===== src/rtl/dbg_guv_cmd_tx.sv =====
// dbg_guv_cmd_tx: head-end command injector and unclaimed-word monitor for the dbg_guv chain
// Ports:
//   clk, rst                 sole clock, asynchronous active-high reset
//   host_T{DATA,VALID,LAST}  host command stream in; host_TREADY high while the FIFO is not full
//   cmd_out_T{DATA,VALID}    registered command stream to the first dbg_guv (no backpressure)
//   chain_ret_T{DATA,VALID}  words returning from the chain tail
//   unclaimed_cnt            saturating count of returned (unclaimed) words
//   busy                     FIFO non-empty or FSM not idle
//   err_long_pkt             sticky: a packet longer than the FIFO was force-sent
//   err_timeout              sticky: a stale partial packet was flushed (DBG_GUV_CMD_TX_WDOG_EN only)
// Optional feature macro: DBG_GUV_CMD_TX_WDOG_EN (partial-packet watchdog)
module dbg_guv_cmd_tx #(
   parameter int FIFO_AW     = 4,
   parameter int GAP_CYCLES  = 2,
   parameter int CNT_W       = 16,
   parameter int WDOG_CYCLES = 1024
) (
   input  logic             clk,
   input  logic             rst,
   input  logic [31:0]      host_TDATA,
   input  logic             host_TVALID,
   output logic             host_TREADY,
   input  logic             host_TLAST,
   output logic [31:0]      cmd_out_TDATA,
   output logic             cmd_out_TVALID,
   input  logic [31:0]      chain_ret_TDATA,
   input  logic             chain_ret_TVALID,
   output logic [CNT_W-1:0] unclaimed_cnt,
   output logic             busy,
`ifdef DBG_GUV_CMD_TX_WDOG_EN
   output logic             err_timeout,
`endif
   output logic             err_long_pkt
);
   localparam int DEPTH = 2**FIFO_AW;
   localparam int PW = FIFO_AW + 1;
   localparam int GW = (GAP_CYCLES > 1) ? $clog2(GAP_CYCLES) : 1;
   localparam logic [GW-1:0] GAP_LAST = GW'(GAP_CYCLES - 1);

   typedef enum logic [1:0] {IDLE, SEND, GAP} state_t;
   state_t r_state, w_state_nxt;

   logic [32:0]        r_mem [DEPTH];
   logic [FIFO_AW-1:0] r_wr_ptr, r_rd_ptr;
   logic [PW-1:0]      r_count, r_pkt_cnt;
   logic [GW-1:0]      r_gap;
   logic [31:0]        r_tdata;
   logic               r_tvalid, r_err_long;
   logic [CNT_W-1:0]   r_unc;
   logic [32:0]        w_rd;
   logic               w_full, w_empty, w_hs, w_push, w_pop, w_force, w_flush, w_unused;

   assign w_full  = r_count == PW'(DEPTH);
   assign w_empty = r_count == '0;
   assign w_rd    = r_mem[r_rd_ptr];
   assign w_hs    = host_TVALID & ~w_full;
   // a word handshaked in the flush cycle is accepted but discarded
   assign w_push  = w_hs & ~w_flush;
   assign w_unused = ^{chain_ret_TDATA, WDOG_CYCLES == 0};

   assign host_TREADY    = ~w_full;
   assign cmd_out_TDATA  = r_tdata;
   assign cmd_out_TVALID = r_tvalid;
   assign unclaimed_cnt  = r_unc;
   assign busy           = ~w_empty | (r_state != IDLE);
   assign err_long_pkt   = r_err_long;

`ifdef DBG_GUV_CMD_TX_WDOG_EN
   localparam int WW = $clog2(WDOG_CYCLES + 1);
   logic [WW-1:0] r_wdog;
   logic          r_err_to, w_stale;
   // a full FIFO is left to the forced send, so it never ages the counter
   assign w_stale = ~w_empty & (r_pkt_cnt == '0) & (r_state == IDLE) & ~w_full;
   assign w_flush = (r_wdog == WW'(WDOG_CYCLES)) & ~w_full;
   assign err_timeout = r_err_to;
   always_ff @(posedge clk or posedge rst) begin
      if (rst) begin
         r_wdog   <= '0;
         r_err_to <= 1'b0;
      end else begin
         r_wdog   <= (w_stale & ~w_hs & ~w_flush) ? r_wdog + 1'b1 : '0;
         r_err_to <= r_err_to | w_flush;
      end
   end
`else
   assign w_flush = 1'b0;
`endif

   always_ff @(posedge clk) begin
      if (w_push) r_mem[r_wr_ptr] <= {host_TLAST, host_TDATA};
   end

   always_ff @(posedge clk or posedge rst) begin
      if (rst) r_state <= IDLE;
      else     r_state <= w_state_nxt;
   end

   // Leaving SEND (GAP_CYCLES=0) or GAP with another complete packet queued goes
   // straight back to SEND, so the inter-packet spacing is exactly GAP_CYCLES.
   always_comb begin
      w_state_nxt = r_state;
      w_pop       = 1'b0;
      w_force     = 1'b0;
      case (r_state)
         IDLE: begin
            w_force = w_full & (r_pkt_cnt == '0);
            if ((r_pkt_cnt != '0) | w_force) w_state_nxt = SEND;
         end
         SEND: begin
            w_pop = ~w_empty;
            if (w_pop & w_rd[32])
               w_state_nxt = (GAP_CYCLES != 0) ? GAP : (r_pkt_cnt > PW'(1)) ? SEND : IDLE;
         end
         GAP: if (r_gap == GAP_LAST) w_state_nxt = (r_pkt_cnt != '0) ? SEND : IDLE;
         default: w_state_nxt = IDLE;
      endcase
   end

   always_ff @(posedge clk or posedge rst) begin
      if (rst) begin
         r_wr_ptr   <= '0;
         r_rd_ptr   <= '0;
         r_count    <= '0;
         r_pkt_cnt  <= '0;
         r_gap      <= '0;
         r_tdata    <= '0;
         r_tvalid   <= 1'b0;
         r_err_long <= 1'b0;
         r_unc      <= '0;
      end else begin
         r_gap      <= (r_state == GAP) ? r_gap + 1'b1 : '0;
         r_tvalid   <= w_pop;
         r_err_long <= r_err_long | w_force;
         if (w_pop) r_tdata <= w_rd[31:0];
         if (chain_ret_TVALID && r_unc != '1) r_unc <= r_unc + 1'b1;
         if (w_flush) begin
            r_wr_ptr  <= '0;
            r_rd_ptr  <= '0;
            r_count   <= '0;
            r_pkt_cnt <= '0;
         end else begin
            if (w_push) r_wr_ptr <= r_wr_ptr + 1'b1;
            if (w_pop)  r_rd_ptr <= r_rd_ptr + 1'b1;
            r_count   <= r_count + PW'(w_push) - PW'(w_pop);
            r_pkt_cnt <= r_pkt_cnt + PW'(w_push & host_TLAST) - PW'(w_pop & w_rd[32]);
         end
      end
   end
endmodule

===== config.mk =====
export PLATFORM = sky130hd
export DESIGN_NAME = dbg_guv_cmd_tx
export DESIGN_NICKNAME = d
export VERILOG_FILES = /design/src/rtl/dbg_guv_cmd_tx.sv
export SDC_FILE = /design/constraint.sdc
export NUM_CORES = 1
export LEC_CHECK = 0
export BUFFER_PORTS_ARGS = -buffer_cell sky130_fd_sc_hd__clkbuf_2
export CAP_MARGIN = 10
export CORE_MARGIN = 4
export CORE_UTILIZATION = 65
export CTS_CLUSTER_SIZE = 25
export DETAILED_ROUTE_END_ITERATION = 16
export PLACE_DENSITY = 0.84
export SLEW_MARGIN = 20
export SYNTH_ARGS = -nofsm -noshare
export SYNTH_HDL_FRONTEND = slang
export SYNTH_SLANG_ARGS = --single-unit

===== constraint.sdc =====
create_clock -name clk -period 7.4 [get_ports clk]
set_input_delay 0.74 -clock clk [delete_from_list [all_inputs] [get_ports clk]]
set_output_delay 0.74 -clock clk [all_outputs]
set_load 0.1 [all_outputs]

==> results of run 1 <==
-- worst reg2reg max path, delay by kind of cell, from the launching register on --
| kind | cells | cell delay (ps) |
|---|---|---|
| xor gates and xnor gates | 1 | 130 |
| AOI/OAI and AO/OA | 2 | 350 |
| DFF | 1 | 950 |
| adders and majority gates | 3 | 780 |
| buffers and inverters | 2 | 770 |
| and+or+nand+nor | 6 | 690 |
-- area by class of cell --
cell class | instances | share of cell area
Sequential cell | 599 | 0.674
Multi-Input combinational cell | 538 | 0.209
Clock buffer | 68 | 0.0565
Timing Repair Buffer | 117 | 0.0252
Tap cell | 461 | 0.0220
Clock inverter | 36 | 0.00961
Inverter | 20 | 0.00301
-- state kept, by name (all words and copies together) (netlist names) --
| register | flops |
|---|---|
| r_state | 2 |
| r_count | 5 |
| r_gap | 1 |
| r_mem | 528 |
| r_wr_ptr | 4 |
| cmd_out_TVALID | 1 |
| cmd_out_TDATA | 32 |
| err_long_pkt | 1 |
| unclaimed_cnt | 16 |
| r_rd_ptr | 4 |
| r_pkt_cnt | 5 |
-- layout by cell type (no fill, tap or decap), types with 4 or more instances in the layout --
cell and count:
mux4_2 87, mux2_2 15, nand2_1 51, nand4_1 9, edfxtp_1 528, nor3_2 4
xor2_1 10, mux2i_1 100, nand3_1 11, clkbuf_16 57, nor2_4 13, o22ai_1 13
a22oi_2 10, xnor2_1 16, nor3_1 18, o21ai_0 14, ha_1 18, buf_4 29
a22oi_1 47, a21oi_1 8, clkbuf_1 10, clkinv_2 15, nor2_1 28, dfrtp_1 68
clkinv_1 17, nand2b_1 17, clkbuf_2 88, and2_1 4, o221ai_1 5, inv_1 18
a32oi_1 14
-- routing by layer --
layer,track usage,up-vias,wire length (um)
met2,0.446,679,26300
met4,0.107,2,1970
met5,0,-,11
li1,-,5126,-
met1,0.369,6266,19200
met3,0.0514,146,4340
-- power by group --
part           leakage (nW)  switching (mW)  internal [mW]
combinational          2.52            2.41           1.24
clock                 0.855            1.20           1.52
sequential             5.62           0.407           4.17
-- cell families after synthesis --
kind of cell,after synthesis
AND/OR/NAND/NOR,172
adder cells (fa/ha/maj),20
XOR/XNOR,26
buffers and inverters,84
multiplexers,202
flip-flops,599
AO/OA/AOI/OAI,118
-- synth_stat cells, drive strengths merged (2+ instances only) --
master	n	area, sq um
edfxtp	528	15900
mux2i	100	1000
mux4	87	1960
dfrtp	71	1780
a22oi	57	478
nand2	51	191
buf	46	277
nor2	41	156
nor3	22	110
inv	20	77.6
clkbuf	18	67.6
ha	18	225
nand2b	18	113
xnor2	16	140
mux2	15	169
a32oi	14	123
o21ai	14	70.1
o22ai	13	81.3
nand3	11	55.1
xor2	10	87.6
nand4	9	56.3
a21oi	8	40.0
o221ai	5	43.8
and2	4	25.0
nor2b	4	25.0
a21o	3	22.5
and3	3	23.8
fa	2	40.0
nor3b	2	15.0
nor4b	2	32.5
-- stage by stage --
stage                     utilization  instances
after floorplan                     -       1221
after global placement          0.687       1735
after detailed placement        0.687       1735
after CTS                       0.736       1839
after global routing            0.736       1839
final                           0.736       1839
-- path summary, 6_finish.rpt --
path	slack [ps]	start	end	cells after the start
setup / recovery	3660	r_rd_ptr[0]	r_pkt_cnt[4]	14
hold / removal	60	rst	cmd_out_TDATA[14]	2
setup reg to reg	3660	r_rd_ptr[0]	r_pkt_cnt[4]	14
hold reg to reg	450	r_gap	r_gap	1
max in group asynchronous	6030	rst	r_rd_ptr[1]	3
min in group clk	450	r_gap	r_gap	1
==> metrics.md, run 1 <==
| Metric | Value |
|---|---|
| Result of the run | `completed` |
| Min Hold Slack | `62.1 ps` |
| # rows | `69` |
| Storage cell area | `17600 sq um` |
| Total wirelength of the detailed-routed design | `51900 um` |
| Post-Synthesis Mean Instance Area | `19.2 sq um` |
| GRT Resource Usage Total | `0.271` |
| Total half-perimeter wirelength after legalization and detailed placement | `27100 um` |
| Final number of setup-violating endpoints | `0` |
| Via-per-instance ratio | `6.64` |
| Max VDD drop | `0.364 mV` |
| Count of synthesis-stage warnings from yosys | `0` |
| Largest delay contributor family on the critical path | `flip-flops` |
| Post-synthesis share of cell area spent on and, or, nand and nor gates | `0.0360` |
| Register area share after synthesis | `0.753` |
| Antenna-violating nets left | `0` |
| Clock-pin slew on the worst setup and hold paths | `60 ps` |
| Dpl cell area | `24400 sq um` |
| Parity-gate share of the synthesized area counting xor and xnor cells | `0.00973` |
| DRC violation count after routing | `0` |
| Overall power | `10.9 mW` |
| Initial cell density of the core | `0.658` |
| Compound-gate portion of the synthesized area | `0.0381` |
| Endpoint kind of the worst setup timing path | `flip-flop` |
| Worst path setup slack after routing | `3660 ps` |
| Antenna Diode Count | `0` |
| Max Clock Freq | `268 MHz` |
| Max-capacitance violation count | `0` |
| H-Tree Depth | `2` |
| Final hold violation count | `0` |
| Cell with the largest stage delay on the worst path | `dfrtp_4` |
| Maximum number of pins on one net before global-route repair | `80` |
| Portion of netlist area occupied by mux cells | `0.134` |
| Filler instances | `1999` |
| Area of the mapped netlist | `23400 sq um` |
| Slew of the pin with the lowest slew margin | `1080 ps` |
| Clock tree from TritonCTS | `built` |
| Kind of start point of the critical path | `flip-flop` |
| Top_reg_cell synth | `edfxtp_1` |
| Most used cell along the critical path | `nor2_1` |
| Global placer's final weighted congestion | `0.823` |
| Worst-path fanout max | `43` |
| Post-cts gate resize count | `0` |
| Setup clock skew after layout | `26.4 ps` |
| Part of the cycle the worst path needs | `0.505` |
| I/O pins | `121` |
| Synth unique cells | `47` |
| Setup repair after global routing missed its margin | `false` |
| Number of nets in the final layout | `1421` |
| Width of the die | `198 um` |
| Number of pins with negative max-slew slack in the final report | `0` |
| Layout cells sized above 1 | `0.242` |
| Buffers on Ports | `88` |
| Number of global-route vias before repair | `12700` |
| Area share of fa/ha/maj cells after synthesis | `0.0113` |
| Main combinational cell family by area after synthesis | `multiplexers` |
| Wire length of the first global-routing pass | `78500 um` |
| PwrDens | `418 nW/um^2` |
| Initial detailed-routing violation count | `1142` |
| Crit Path Category | `reg -> reg` |
| Count of hold buffers inserted by post-cts repair | `0` |
| Area taken by multi-input logic gates | `5480 sq um` |
| Total Die Area | `39100 sq um` |
| Gate Count Post-Synth | `1221` |
| Relative max-transition margin | `0.275` |
| Area growth, synth to finish | `11.8%` |
| Final setup TNS | `0 ps` |
| Cts bufs inserted | `56` |
| Arrival time worst endpoint | `4260 ps` |
| Die span in y | `198 um` |
| Number of detailed-routing iterations run before antenna repair | `5` |
| Total congestion overflow | `0` |
| Cell-by-cell trace of the critical path | `buf_4 > nor2_1 > a21oi_1 > nand4_1 > nand2_1 > and2_1 > ha_1 > inv_1 > ha_1 > fa_1 > a21oi_1 > nor2_1 > nor2_1 > xnor2_1` |
| Number of flops mapped to enable cells by yosys | `528` |
| Clock root buffer | `clkbuf_16` |
| CP peak stage delay | `950 ps` |
| Buffer count from post-CTS setup fixing | `0` |
| Core box area | `35600 sq um` |
| Required time of the critical path | `7920 ps` |
| Final routed wire length divided by cell count | `28.2 um` |
| Synthesized Nets | `1310` |
| Max Buffers Root-to-Sink | `3` |
| Sinks on Clock Net | `599` |
| Leak Pwr | `9.00 nW` |
| Area of all placed cells without fillers | `26200 sq um` |
| Vias after detailed routing | `12200` |
| Path type of the worst min-delay path | `in -> async` |
| Tmin final | `3740 ps` |
| Yosys reg bits | `599` |
| Buffer and inverter count on the worst path | `2` |
| Latest clock arrival within the worst-skew pair | `610 ps` |
| Async set or reset register ratio after synthesis | `0.119` |
| Post-placement worst setup slack | `3690 ps` |
| Number of antenna violations at the first check in global routing | `1` |
(Power assumes the default switching activity.)
==> inputs of run 2 (changes only) <==
Settings changed: CORE_UTILIZATION 65 to 61, PLACE_DENSITY 0.84 to 0.79.
Clock period 7.4 ns to 3.5 ns, I/O delays scaled along.
==> metrics.md, run 2 (synthesis results as in run 1) <==
| Metric | Value |
|---|---|
| Total congestion overflow | `0 (unchanged)` |
| Sinks on Clock Net | `599 (unchanged)` |
| Part of the cycle the worst path needs | `0.859 (was 0.505)` |
| Filler instances | `2270 (was 1999)` |
| Buffer count from post-CTS setup fixing | `0 (unchanged)` |
| Number of detailed-routing iterations run before antenna repair | `5 (unchanged)` |
| Most used cells in the layout excluding fill and tap cells | `edfxtp_1, mux2i_1, clkbuf_2 (unchanged)` |
| Antenna Diode Count | `0 (unchanged)` |
| Global placer's final weighted congestion | `0.754 (was 0.823)` |
| Number of global-route vias before repair | `12500 (was 12700)` |
| Total half-perimeter wirelength after legalization and detailed placement | `26400 um (was 27100 um)` |
| Max Buffers Root-to-Sink | `3 (unchanged)` |
| Layout cells sized above 1 | `0.256 (was 0.242)` |
| Max-capacitance violation count | `0 (unchanged)` |
| Clock root buffer | `clkbuf_16 (unchanged)` |
| Length of routed met2 wiring | `24700 um (was 26300 um)` |
| GRT Resource Usage Total | `0.243 (was 0.271)` |
| Largest register FFs | `528 (unchanged)` |
| Commonest non-fill, non-tap cell in the layout | `edfxtp_1 (unchanged)` |
| Path type of the worst min-delay path | `in -> reg (was in -> async)` |
| DRC violation count after routing | `0 (unchanged)` |
| Tmin final | `3010 ps (was 3740 ps)` |
| Cell with the largest stage delay on the worst path | `fa_1 (was dfrtp_4)` |
| Dpl cell area | `24800 sq um (was 24400 sq um)` |
| Setup repair after global routing missed its margin | `false (unchanged)` |
| Kind of start point of the critical path | `flip-flop (unchanged)` |
| Min Hold Slack | `62.4 ps (was 62.1 ps)` |
| Relative max-transition margin | `0.332 (was 0.275)` |
| Post-cts gate resize count | `0 (unchanged)` |
| Total wirelength of the detailed-routed design | `49400 um (was 51900 um)` |
| CP peak stage delay | `430 ps (was 950 ps)` |
| Setup clock skew after layout | `24.6 ps (was 26.4 ps)` |
| Maximum number of pins on one net before global-route repair | `107 (was 80)` |
| Width of the die | `204 um (was 198 um)` |
| Total Die Area | `41600 sq um (was 39100 sq um)` |
| Cts bufs inserted | `57 (was 56)` |
| I/O pins | `121 (unchanged)` |
| Clock-pin slew on the worst setup and hold paths | `60 ps (about the same)` |
| Worst-path fanout max | `10 (was 43)` |
| Final number of setup-violating endpoints | `0 (unchanged)` |
| Clock tree from TritonCTS | `built (unchanged)` |
| Core box area | `37800 sq um (was 35600 sq um)` |
| Number of nets in the final layout | `1435 (was 1421)` |
| Number of antenna violations at the first check in global routing | `1 (unchanged)` |
| H-Tree Depth | `2 (unchanged)` |
| Required time of the critical path | `3990 ps (was 7920 ps)` |
| Final setup TNS | `0 ps (unchanged)` |
| Final cell count without fillers | `1904 (was 1839)` |
| Latest clock arrival within the worst-skew pair | `620 ps (was 610 ps)` |
| Top reg by flops | `r_mem (unchanged)` |
| Count of hold buffers inserted by post-cts repair | `1 (was 0)` |
| Overall power | `23.7 mW (was 10.9 mW)` |
| Arrival time worst endpoint | `3490 ps (was 4260 ps)` |
| Most used cell along the critical path | `inv_1 (was nor2_1)` |
| PwrDens | `889 nW/um^2 (was 418 nW/um^2)` |
| Leak Pwr | `9.21 nW (was 9.00 nW)` |
| Cell-by-cell trace of the critical path | `inv_1 > ha_1 > nor3b_1 > and2_1 > inv_1 > and2_1 > inv_1 > ha_1 > inv_1 > ha_1 > inv_1 > fa_1 > inv_1 > a21oi_1 > nor2_1 > nor2_1 > xnor2_1 (was buf_4 > nor2_1 > a21oi_1 > nand4_1 > nand2_1 > and2_1 > ha_1 > inv_1 > ha_1 > fa_1 > a21oi_1 > nor2_1 > nor2_1 > xnor2_1)` |
| Met3 wire len | `4140 um (was 4340 um)` |
| Via-per-instance ratio | `6.30 (was 6.64)` |
| Max VDD drop | `0.899 mV (was 0.364 mV)` |
| Max Clock Freq | `333 MHz (was 268 MHz)` |
| Final hold violation count | `0 (unchanged)` |
| Area growth, synth to finish | `14.1% (was 11.8%)` |
| Final routed wire length divided by cell count | `26.0 um (was 28.2 um)` |
| Antenna-violating nets left | `0 (unchanged)` |
| Highest layer used for signal routing | `met5 (unchanged)` |
| Initial detailed-routing violation count | `1113 (was 1142)` |
| # rows | `71 (was 69)` |
| Metal1 wirelength | `19200 um (about the same)` |
| Buffers on Ports | `88 (unchanged)` |
| Initial cell density of the core | `0.620 (was 0.658)` |
| Crit Path Category | `reg -> reg (unchanged)` |
| Result of the run | `completed (unchanged)` |
| Area of all placed cells without fillers | `26700 sq um (was 26200 sq um)` |
| Vias after detailed routing | `12000 (was 12200)` |
| Slew of the pin with the lowest slew margin | `1000 ps (was 1080 ps)` |
| Die span in y | `204 um (was 198 um)` |
| Number of cells in the design after placement | `1797 (was 1735)` |
| Number of pins with negative max-slew slack in the final report | `0 (unchanged)` |
| Endpoint kind of the worst setup timing path | `flip-flop (unchanged)` |
| Wire length of the first global-routing pass | `75800 um (was 78500 um)` |
[run 2: changes by cell type in the layout (fill, tap and decap cells not counted), sizes merged]
cell / change
buf: +12
clkbuf: +7
inv: +1
bufinv: +4
clkinvlp: +2
dlygate4sd3: +1
clkinv: -12
[run 2: area by class of cell]
class                      count  area (sq um)  area share
clock buffer                  75          1570      0.0589
clock inverter                31           364      0.0136
inverter                      20          78.8     0.00295
multi-input combinational    538          5490       0.206
sequential                   599         17600       0.660
tap                          511           639      0.0239
timing repair buffer         130           921      0.0345
[run 2: per-layer routing]
layer / vias up / track usage
met1: 6201 / 0.339
li1: 5142 / -
met2: 555 / 0.396
met5: - / 0
met3: 100 / 0.0432
met4: 2 / 0.0821
[run 2: stage by stage]
step                setup WS, ps   util
floorplan                   -523      -
global placement             608  0.656
detailed placement           459  0.656
CTS                          448  0.708
global route                 179  0.708
finish                       493  0.708
[run 2: power by group]
| part | internal (mW) | total, mW | switching [mW] |
|---|---|---|---|
| clock network | 3.69 | 6.28 | 2.59 |
| registers | 8.82 | 9.41 | 0.586 |
| logic | 2.75 | 8.05 | 5.31 |
[run 2: worst max-delay path, delay by kind of cell, from the launching register on]
family | cells | cell delay (ps)
flops | 1 | 350
compound gates | 1 | 60
simple gates | 5 | 850
fa+ha+maj | 4 | 1100
buf+inv | 6 | 400
xor+xnor | 1 | 110
[run 2: path summary, 6_finish.rpt]
kind | from | endpoint | slack (ps) | depth (start not counted)
max | r_count[2] | r_count[4] | 490 | 17
min | chain_ret_TVALID | unclaimed_cnt[2] | 60 | 3
max reg2reg | r_count[2] | r_count[4] | 490 | 17
min reg2reg | r_gap | r_gap | 460 | 1
max in group asynchronous | rst | cmd_out_TDATA[28] | 2200 | 4
min in group asynchronous | rst | cmd_out_TDATA[17] | 470 | 3
==> inputs of run 3 (changes only) <==
Settings changed: CELL_PAD_IN_SITES_DETAIL_PLACEMENT set to 0, CELL_PAD_IN_SITES_GLOBAL_PLACEMENT set to 2, CORE_UTILIZATION 61 to 47, PLACE_DENSITY 0.79 to not set, PLACE_DENSITY_LB_ADDON set to 0.1.
==> metrics.md, run 3 (synthesis results as in run 1) <==
| Metric | Value |
|---|---|
| Met2 track demand over resource | `0.323 (was 0.396)` |
| Core box area | `49100 sq um (was 37800 sq um)` |
| Worst hold start | `chain_ret_TVALID (unchanged)` |
| Slew of the pin with the lowest slew margin | `967 ps (was 1000 ps)` |
| Sinks on Clock Net | `599 (unchanged)` |
| Overall power | `23.6 mW (was 23.7 mW)` |
| Final routed wire length divided by cell count | `25.3 um (was 26.0 um)` |
| R2R Path End | `r_pkt_cnt[4] (was r_count[4])` |
| Die span in y | `231 um (was 204 um)` |
| Result of the run | `completed (unchanged)` |
| Latest clock arrival within the worst-skew pair | `620 ps (about the same)` |
| Total half-perimeter wirelength after legalization and detailed placement | `28900 um (was 26400 um)` |
| Crit Path Category | `reg -> reg (unchanged)` |
| Initial cell density of the core | `0.477 (was 0.620)` |
| Layout cells sized above 1 | `0.257 (was 0.256)` |
| Number of antenna violations at the first check in global routing | `3 (was 1)` |
| Hold path endpoint | `unclaimed_cnt[2] (unchanged)` |
| Path type of the worst min-delay path | `in -> reg (unchanged)` |
| Area growth, synth to finish | `14.9% (was 14.1%)` |
| Tmin final | `3020 ps (was 3010 ps)` |
| Clock root buffer | `clkbuf_16 (unchanged)` |
| Final hold violation count | `0 (unchanged)` |
| Post-placement worst setup slack | `469 ps (was 459 ps)` |
| Global routing met3 resource utilization | `0.0297 (was 0.0432)` |
| Initial detailed-routing violation count | `963 (was 1113)` |
| Clock tree from TritonCTS | `built (unchanged)` |
| DRC violation count after routing | `0 (unchanged)` |
| Worst-path fanout max | `10 (unchanged)` |
| Max-capacitance violation count | `0 (unchanged)` |
| Number of nets in the final layout | `1449 (was 1435)` |
| Arrival time worst endpoint | `3560 ps (was 3490 ps)` |
| GRT Resource Usage Total | `0.198 (was 0.243)` |
| Required time of the critical path | `4040 ps (was 3990 ps)` |
| Number of global-route vias before repair | `12000 (was 12500)` |
| Worst reg-to-reg path cell count | `15 (was 17)` |
| Beginning of the worst register-to-register path | `r_count[2] (unchanged)` |
| Via-per-instance ratio | `5.60 (was 6.30)` |
| Setup clock skew after layout | `18.7 ps (was 24.6 ps)` |
| Final setup TNS | `0 ps (unchanged)` |
| H-Tree Depth | `2 (unchanged)` |
| Kind of start point of the critical path | `flip-flop (unchanged)` |
| Top reg by flops | `r_mem (unchanged)` |
| Register-to-register setup slack | `480 ps (was 490 ps)` |
| # rows | `81 (was 71)` |
| Final number of setup-violating endpoints | `0 (unchanged)` |
| Number of detailed-routing iterations run before antenna repair | `5 (unchanged)` |
| Part of the cycle the worst path needs | `0.862 (was 0.859)` |
| Clock-pin slew on the worst setup and hold paths | `60 ps (about the same)` |
| Antenna-violating nets left | `0 (unchanged)` |
| Cts bufs inserted | `60 (was 57)` |
| Largest register FFs | `528 (unchanged)` |
| Setup repair after global routing missed its margin | `false (unchanged)` |
| Relative max-transition margin | `0.355 (was 0.332)` |
| Global placer's final weighted congestion | `0.729 (was 0.754)` |
| Buffers on Ports | `88 (unchanged)` |
| Wire length of the first global-routing pass | `78400 um (was 75800 um)` |
| Most used cells in the layout excluding fill and tap cells | `edfxtp_1, mux2i_1, clkbuf_2 (unchanged)` |
| Total wirelength of the detailed-routed design | `52500 um (was 49400 um)` |
| Vias after detailed routing | `11600 (was 12000)` |
| Number of pins with negative max-slew slack in the final report | `0 (unchanged)` |
| I/O pins | `121 (unchanged)` |
| Leak Pwr | `9.23 nW (was 9.21 nW)` |
| Post-cts gate resize count | `0 (unchanged)` |
| Total congestion overflow | `0 (unchanged)` |
| Maximum number of pins on one net before global-route repair | `86 (was 107)` |
| Cells on Worst Hold Path | `3 (unchanged)` |
| Max Buffers Root-to-Sink | `3 (unchanged)` |
| Antenna Diode Count | `0 (unchanged)` |
| Global Route met1 Usage | `0.283 (was 0.339)` |
| Max VDD drop | `0.535 mV (was 0.899 mV)` |
| Total Die Area | `53400 sq um (was 41600 sq um)` |
| Layer with the highest usage after global routing | `met2 (unchanged)` |
| PwrDens | `879 nW/um^2 (was 889 nW/um^2)` |
| Commonest non-fill, non-tap cell in the layout | `edfxtp_1 (unchanged)` |
| Worst path setup slack after routing | `482 ps (was 493 ps)` |
| Width of the die | `231 um (was 204 um)` |
| Endpoint kind of the worst setup timing path | `flip-flop (unchanged)` |
| Max Clock Freq | `331 MHz (was 333 MHz)` |
[run 3: cell types whose count changed in the layout (fill, tap and decap cells not counted)]
cell / previous run / this run
buf_12: 13 / 9
buf_4: 28 / 43
bufinv_16: 7 / 5
clkbuf_1: 10 / 18
clkbuf_16: 57 / 61
clkbuf_8: 8 / 1
clkinv_1: 6 / 12
clkinv_2: 13 / 11
clkinv_4: 1 / 2
clkinvlp_4: 3 / 2
inv_16: 2 / 0
inv_6: 0 / 2
nor2_1: 28 / 27
nor2_2: 1 / 2
[run 3: worst max path at each step]
stage / start / endpoint / slack, ps / cells past startpoint
2_1_floorplan: r_count[2] / r_mem[7][0] / -520 / 9
3_3_place_gp: r_count[2] / r_pkt_cnt[4] / 470 / 15
3_5_place_dp: r_count[2] / r_mem[3][6] / 470 / 9
4_1_cts: r_count[2] / r_pkt_cnt[4] / 440 / 15
5_1_grt: r_count[3] / r_count[4] / 210 / 17
6_report: r_count[2] / r_pkt_cnt[4] / 480 / 15
[run 3: cell type report]
cell class                      instances  area (sq um)
Tap cell                              664           831
Clock buffer                           80          1610
Inverter                               20          78.8
Clock inverter                         33           295
Fill cell                            3870         22100
Multi-Input combinational cell        538          5500
Timing Repair Buffer                  141           953
Sequential cell                       599         17600
[run 3: metrics by stage]
step | hold WS, ps | area, sq um | instances | utilization
5_1_grt | 87.4 | 26900 | 2075 | 0.549
3_3_place_gp | 432 | 25000 | 1961 | 0.510
6_report | 53.3 | 26900 | 2075 | 0.549
2_1_floorplan | 420 | 23400 | 1221 | -
3_5_place_dp | 438 | 25000 | 1961 | 0.510
4_1_cts | 21.4 | 26900 | 2075 | 0.549
[run 3: per-layer routing]
| layer | vias up | part of all wire |
|---|---|---|
| li1 | 5183 | - |
| met1 | 6134 | 0.45 |
| met2 | 221 | 0.49 |
| met3 | 74 | 0.039 |
| met4 | 4 | 0.021 |
| met5 | - | 0.00053 |
[run 3: what timing repair did]
item | 4_1_cts | 5_1_grt
hold buffers | 1 | 0
buffers inserted | 0 | 0
hold endpoints to repair | 30 | 0
[run 3: critical path: stages, from the launching register on]
cell and delay (ps):
dfrtp_1 350, inv_1 60, ha_1 210, nor3b_1 130
and2_1 190, inv_1 70, and2_1 390, nand2_1 110
ha_1 290, inv_1 40, ha_1 200, fa_1 450
a21oi_1 170, nor2_1 50, nor2_1 110, xnor2_1 120
[run 3: where the power goes]
part | leakage (nW) | internal, mW | total, mW | switching (mW)
logic | 2.68 | 2.74 | 8.02 | 5.29
registers | 5.62 | 8.82 | 9.40 | 0.583
clock network | 0.926 | 3.59 | 6.22 | 2.64
